===== src/rtl/ndma_burst_write_mgr.sv =====
// NanoDMA write-path burst manager: takes one (addr, len) command, streams
// source beats onto OBI as writes, bounds in-flight writes to MAX_OUTST and
// reports completion and a sticky error for the command.
module ndma_burst_write_mgr #(
   parameter int DW        = 32,
   parameter int LEN_W     = 16,
   parameter int MAX_OUTST = 2
) (
   input  logic             clk_i,
   input  logic             rst_i,
   input  logic             cmd_valid_i,
   output logic             cmd_ready_o,
   input  logic [31:0]      cmd_addr_i,
   input  logic [LEN_W-1:0] cmd_len_i,
   input  logic             data_valid_i,
   output logic             data_ready_o,
   input  logic [DW-1:0]    data_i,
   output logic             obi_req_o,
   input  logic             obi_gnt_i,
   output logic [31:0]      obi_addr_o,
   output logic             obi_we_o,
   output logic [DW/8-1:0]  obi_be_o,
   output logic [DW-1:0]    obi_wdata_o,
   input  logic             obi_rvalid_i,
   input  logic             obi_err_i,
   output logic             busy_o,
   output logic             done_o,
   output logic             err_o
);

   localparam int OW = $clog2(MAX_OUTST + 1);

   typedef enum logic [1:0] {S_IDLE, S_RUN, S_DRAIN, S_DONE} state_t;

   state_t           state_q, state_d;
   logic [OW-1:0]    outst_q, outst_d;
   logic             err_q, err_d;
   logic [31:0]      addr_q, addr_d;
   logic [LEN_W-1:0] beats_q, beats_d;

   logic cmd_acc;
   logic wr_fire;
   logic rsp;

   assign cmd_acc = (state_q == S_IDLE) & cmd_valid_i;
   assign wr_fire = obi_req_o & obi_gnt_i;
   // Responses with nothing in flight (e.g. stragglers after a reset) are dropped.
   assign rsp     = obi_rvalid_i & (outst_q != '0);

   // In-flight write counter: +1 on grant, -1 on accepted response.
   always_comb begin
      outst_d = outst_q;
      if (wr_fire & ~rsp)
         outst_d = outst_q + OW'(1);
      else if (rsp & ~wr_fire)
         outst_d = outst_q - OW'(1);
   end

   // Command datapath: load on accept, advance address/count on each grant,
   // error sticks until the next command is taken.
   always_comb begin
      addr_d  = addr_q;
      beats_d = beats_q;
      err_d   = err_q;
      if (cmd_acc) begin
         addr_d  = cmd_addr_i;
         beats_d = cmd_len_i;
         err_d   = 1'b0;
      end else begin
         if (wr_fire) begin
            addr_d  = addr_q + 32'(DW/8);
            beats_d = beats_q - LEN_W'(1);
         end
         if (rsp & obi_err_i)
            err_d = 1'b1;
      end
   end

   // Datapath and counter registers.
   always_ff @(posedge clk_i or posedge rst_i) begin
      if (rst_i) begin
         outst_q <= '0;
         err_q   <= 1'b0;
         addr_q  <= '0;
         beats_q <= '0;
      end else begin
         outst_q <= outst_d;
         err_q   <= err_d;
         addr_q  <= addr_d;
         beats_q <= beats_d;
      end
   end

   // FSM state register.
   always_ff @(posedge clk_i or posedge rst_i) begin
      if (rst_i) state_q <= S_IDLE;
      else       state_q <= state_d;
   end

   // FSM next state: finish only once every granted write has been answered.
   always_comb begin
      state_d = state_q;
      unique case (state_q)
         S_IDLE:
            if (cmd_valid_i)
               state_d = (cmd_len_i == '0) ? S_DONE : S_RUN;
         S_RUN:
            if (wr_fire && beats_q == LEN_W'(1))
               state_d = (outst_d == '0) ? S_DONE : S_DRAIN;
         S_DRAIN:
            if (outst_d == '0)
               state_d = S_DONE;
         S_DONE:
            state_d = S_IDLE;
         default:
            state_d = S_IDLE;
      endcase
   end

   // FSM outputs: request only with source data and a free in-flight slot,
   // so a request is never withdrawn before its grant.
   always_comb begin
      cmd_ready_o = (state_q == S_IDLE);
      obi_req_o   = (state_q == S_RUN) & data_valid_i & (outst_q < OW'(MAX_OUTST));
      busy_o      = (state_q != S_IDLE);
      done_o      = (state_q == S_DONE);
   end

   assign data_ready_o = wr_fire;
   assign obi_addr_o   = addr_q;
   assign obi_wdata_o  = data_i;
   assign obi_we_o     = 1'b1;
   assign obi_be_o     = '1;
   assign err_o        = err_q;

endmodule

===== config.mk =====
export PLATFORM = sky130hd
export DESIGN_NAME = ndma_burst_write_mgr
export DESIGN_NICKNAME = d
export VERILOG_FILES = /design/src/rtl/ndma_burst_write_mgr.sv
export SDC_FILE = /design/constraint.sdc
export NUM_CORES = 1
export LEC_CHECK = 0
export CAP_MARGIN = 5
export CORE_UTILIZATION = 41
export CTS_CLUSTER_DIAMETER = 200
export DETAILED_ROUTE_END_ITERATION = 8
export GPL_TIMING_DRIVEN = 1
export HOLD_SLACK_MARGIN = 0.03
export PLACE_DENSITY = 0.8
export SLEW_MARGIN = 10
export SYNTH_ARGS = -nofsm -noshare
export SYNTH_HDL_FRONTEND = slang
export SYNTH_SLANG_ARGS = --single-unit
export TNS_END_PERCENT = 1

===== constraint.sdc =====
create_clock -name clk_i -period 2.9 [get_ports clk_i]
set_input_delay 0.87 -clock clk_i [delete_from_list [all_inputs] [get_ports clk_i]]
set_output_delay 0.87 -clock clk_i [all_outputs]
set_load 0.03 [all_outputs]

* Yosys cells after proc, flatten, opt, wreduce, memory -nomap -nowiden
Cells that the tools add are included.
** Storage, ports and cells
- Register bits :: 53
- Word-level logic and storage cells :: 50
** Operators by class
- Add/sub/neg operators :: 4
- Order comparisons :: 1
- Equal/unequal tests :: 7
- Multiplexer cells :: 14
- Bitwise logic cells :: 10
- Reductions and logical operators :: 9
** Operators with widths (count)
- two-way mux 32 bit :: 2
- adder 32 x 3 -> 32 bit (second input constant) :: 1
- two-way mux 16 bit :: 2
- == test 16 x 1 -> 1 bit (second input constant) :: 1
- zero test 16 bit :: 1
- subtractor 16 x 1 -> 16 bit (second input constant) :: 1
- two-way mux 2 bit :: 6
- AND 1 bit :: 8
- one-hot mux 2 bit (4 select lines) :: 1
- nonzero test 2 bit :: 4
- inequality test 2 bit (second input constant) :: 3
- == test 2 bit (second input constant) :: 2
- zero test 2 bit :: 2
- two-way mux 1 bit :: 3
- AND reduction 3 bit :: 1
- adder 2 x 1 -> 2 bit (second input constant) :: 1
- == test 2 x 1 -> 1 bit (second input constant) :: 1
- < comparator 2 bit (second input constant) :: 1
- inverter 1 bit :: 2
- subtractor 2 x 1 -> 2 bit (second input constant) :: 1
- logical AND 1 bit :: 1

* Logic depth before layout (Yosys ltp)
- Word-level depth :: 12
- Gate-level depth with buffers :: 10
- Mapped depth without buffers :: 8

* Worst setup path after synthesis
Ideal clock, no wire load.
- Kind :: input port to output port
- Start :: input obi_gnt_i
- End :: output data_ready_o
- Data arrival time :: 1.385 ns
- Slack :: 0.645 ns
- Stages on the path :: 3
- Path through :: nand4b_4 inv_1 buf_2
** On the way
- Word-level cells in the longest chain between the ends :: 1
** Ends and longest elaborated chain
- start: declaration :: RTL line 19 : input logic obi_gnt_i,
- AND 1 bit :: RTL line 46 : assign wr_fire = obi_req_o & obi_gnt_i;
- end: declaration :: RTL line 16 : output logic data_ready_o,
No other way between the ends.

* Worst setup path in the final report
- Start :: register state_q[0]
- End :: output busy_o
** On the way
- Word-level cells in the longest chain between the ends :: 1
** Ends and longest elaborated chain
- start: declaration :: RTL line 35 : state_t state_q, state_d;
- start signal: assignment :: RTL line 97 : else state_q <= state_d;
- nonzero test 2 bit :: RTL line 125 : busy_o = (state_q != S_IDLE);
- end: declaration :: RTL line 26 : output logic busy_o,
No other way between the ends.

==> qor.txt <==
Layout area overhead - 28.2%
max-capacitance violation count - 0
Crit. End Element - output pin
hold path start - obi_addr_o[1]
CORE AREA - 0.00781 mm²
antenna violations before repair - 0
largest family of logic cells by synthesized area - simple AND/OR/NAND/NOR gates
post-layout min period - 2.78 ns
# DRC - 0
final setup TNS - 0 ns
vias in the first global route - 2,833
H-tree levels - 2
DP Cell Count - 541
critical path depth in cells - 4
mux share of post-synthesis cell area - 0.598%
ANT cells - 0
GRT overflow - 0
syn avg cell area - 8.69 µm²
hold slack - 0.489 ns
fin cells - 549
Final Hold Violating Endpoints - 0
Worst Path Required - 2.03 ns
Setup violations, final - 0
Critical Path Max Stage Delay - 0.68 ns
register bit total from synthesis - 53
NumNets Final - 541
worst skew pair latency - 0.30 ns
critical path class - flip-flop to output pin
YS warnings - 0
critical path buffer and inverter count - 3
IO Pins - 162
Worst Setup SP - state_q[0]
Slew @ Worst Pin - 0.528 ns
Row Count - 32
Total GRT Usage - 19.7%
Post-DRT Antenna Nets - 0
GP Congestion - 0.836
Post-Syn Area - 0.00335 mm²
Post-CTS Hold Buffers - 0
PwrDens - 964 mW/mm²
Routed WL - 8130 µm
crit start category - flip-flop
CTS tree - yes
period utilization - 95.7%
die height - 92.3 µm
largest net degree at the start of global routing - 38
clk root buf - clkbuf_8
status - finished clean
delay-heaviest family, CP - buffers and inverters
Max IR drop VDD - 0.505 mV
Rel. slew slack - 64.8%
Crit path top cell by count - inv_1
complex-gate fraction of the synthesized area - 9.80%
die area - 0.00853 mm²
Initial Util - 42.9%
Synth Area in Adders - 2.99%
CTS buffer count - 5
sequential area share after synthesis - 39.6%
Hold/Removal Path Class - flip-flop to flip-flop
drt pass-1 iters - 4
most common cell after layout, fill and taps aside - clkdlybuf4s50_1
post-synthesis xor/xnor area fraction - 11.3%
Via-to-Cell Ratio - 5.17
share of layout cells above drive strength 1 - 6.49%
post_cts resized - 0
number of buffers added for setup after CTS - 0
worst r2r src - state_q[1]
slowest stage cell, crit path - clkdlybuf4s50_1
Post-Synth Simple-Gate Area - 24.2%
routed vias - 2,840
Fmax - 0.360 GHz
Buffers on Ports - 92
Critical Path, Cell by Cell - inv_1, ha_1, inv_1, clkdlybuf4s50_1
Slew Limit Fails - 0
first-pass GRT wire length - 13,400 µm
Netlist cell types - 42
ys async rst share - 100%
clock sink total - 53
Post-synth EDFFs - 0
clock buffer depth - 2
top_reg_cell synth - dfrtp_1
Iter 0 DRT Violations - 90
Syn Inst Count - 385
Die X - 92.3 µm
Leakage - 1.66 nW
RSZ-0062 raised after global routing - false
Worst-path clk slew - 0.10 ns
Clock Skew - 0.0122 ns
CP Data Arrival Time - 1.91 ns
hpwl dp - 6200 µm
Worst Path Max Fanout - 6
drt wl/cell - 14.8 µm
Min-Delay Path Depth - 2
Worst Reg2Reg Path Length in Cells - 9
Tot Pwr - 4.13 mW
most frequent cells in the layout - 90 x clkdlybuf4s50_1, 64 x nand2_1, 53 x dfrtp_1
kinds of logic (layout without fill, tap and decap cells):
group | after synthesis | in the layout
flops | 53 | 53
other cells | 1 | 5
xor+xnor | 43 | 43
compound gates | 59 | 59
buf+inv | 64 | 122
mux | 2 | 2
fa+ha+maj | 8 | 8
simple gates | 155 | 155
synth_stat cells, types with 2 or more instances:
| master | number | area share (%) |
|---|---|---|
| or4_1 | 3 | 0.67 |
| buf_2 | 3 | 0.45 |
| buf_4 | 37 | 8.3 |
| dfrtp_1 | 53 | 40 |
| and3_1 | 3 | 0.56 |
| xor2_1 | 26 | 6.8 |
| and4_1 | 2 | 0.52 |
| nand2_1 | 64 | 7.2 |
| ha_1 | 8 | 3.0 |
| nor4_2 | 2 | 0.75 |
| inv_1 | 12 | 1.3 |
| nand3b_1 | 3 | 0.67 |
| clkbuf_1 | 12 | 1.3 |
| nand4_1 | 14 | 2.6 |
| or3_1 | 3 | 0.56 |
| a21oi_1 | 3 | 0.45 |
| and2_1 | 3 | 0.56 |
| mux2i_1 | 2 | 0.60 |
| o21ai_0 | 45 | 6.7 |
| nand3_1 | 15 | 2.2 |
| nor3_1 | 7 | 1.0 |
| nor4_1 | 9 | 1.7 |
| a31oi_1 | 4 | 0.75 |
| nor2_1 | 18 | 2.0 |
| xnor2_1 | 17 | 4.5 |
cell type report:
class                   count  area, µm²
fillers                   707       3520
multi-input cells         272       1660
flip-flops and latches     53       1330
repair buffers            102       1040
well taps                 102        128
clock buffers               5       68.8
inverters                  12       45.0
clock inverters             3       21.3
worst register-to-register path, stage by stage (launching register included):
cell      delay (ns)
dfrtp_1         0.43
inv_1           0.12
ha_1            0.27
nand4b_4        0.15
inv_1           0.16
buf_4           0.16
and2_1          0.37
nand3_1         0.15
xor2_1          0.16
o21ai_0         0.18
stage by stage:
step | setup WS, ns | area [µm²] | util, %
after CTS | 0.124 | 4290 | 54.9
final | 0.124 | 4290 | 54.9
after floorplan | 0.645 | 3360 | -
after detailed placement | 0.0916 | 4200 | 53.8
after global routing | 0.0434 | 4290 | 54.9
after global placement | 0.153 | 4200 | 53.8
power by group:
group / switching [mW] / internal, mW
logic: 1.24 / 0.963
clock network: 0.250 / 0.172
registers: 0.412 / 1.10
sequential cells by signal (all words and copies together), names as in the netlist:
register,flops
obi_addr_o,32
beats_q,16
err_o,1
outst_q,2
state_q,2
worst paths after layout:
kind,slack [ns],endpoint
min in group asynchronous,0.91,err_o
worst max-delay path,0.12,busy_o
worst min register to register,0.49,obi_addr_o[1]
worst max register to register,0.67,obi_addr_o[6]
worst min-delay path,0.49,obi_addr_o[1]
max in group asynchronous,1.42,beats_q[10]
per-layer routing:
| layer | track usage, % | routed length (µm) | vias to the layer above |
|---|---|---|---|
| met5 | 0 | 0 | - |
| met4 | 5.99 | 59 | 0 |
| met3 | 3.53 | 405 | 7 |
| met2 | 33.3 | 4030 | 94 |
| met1 | 25.6 | 3640 | 1338 |
| li1 | - | - | 1401 |
No activity file was read; power rests on OpenSTA's default activity.
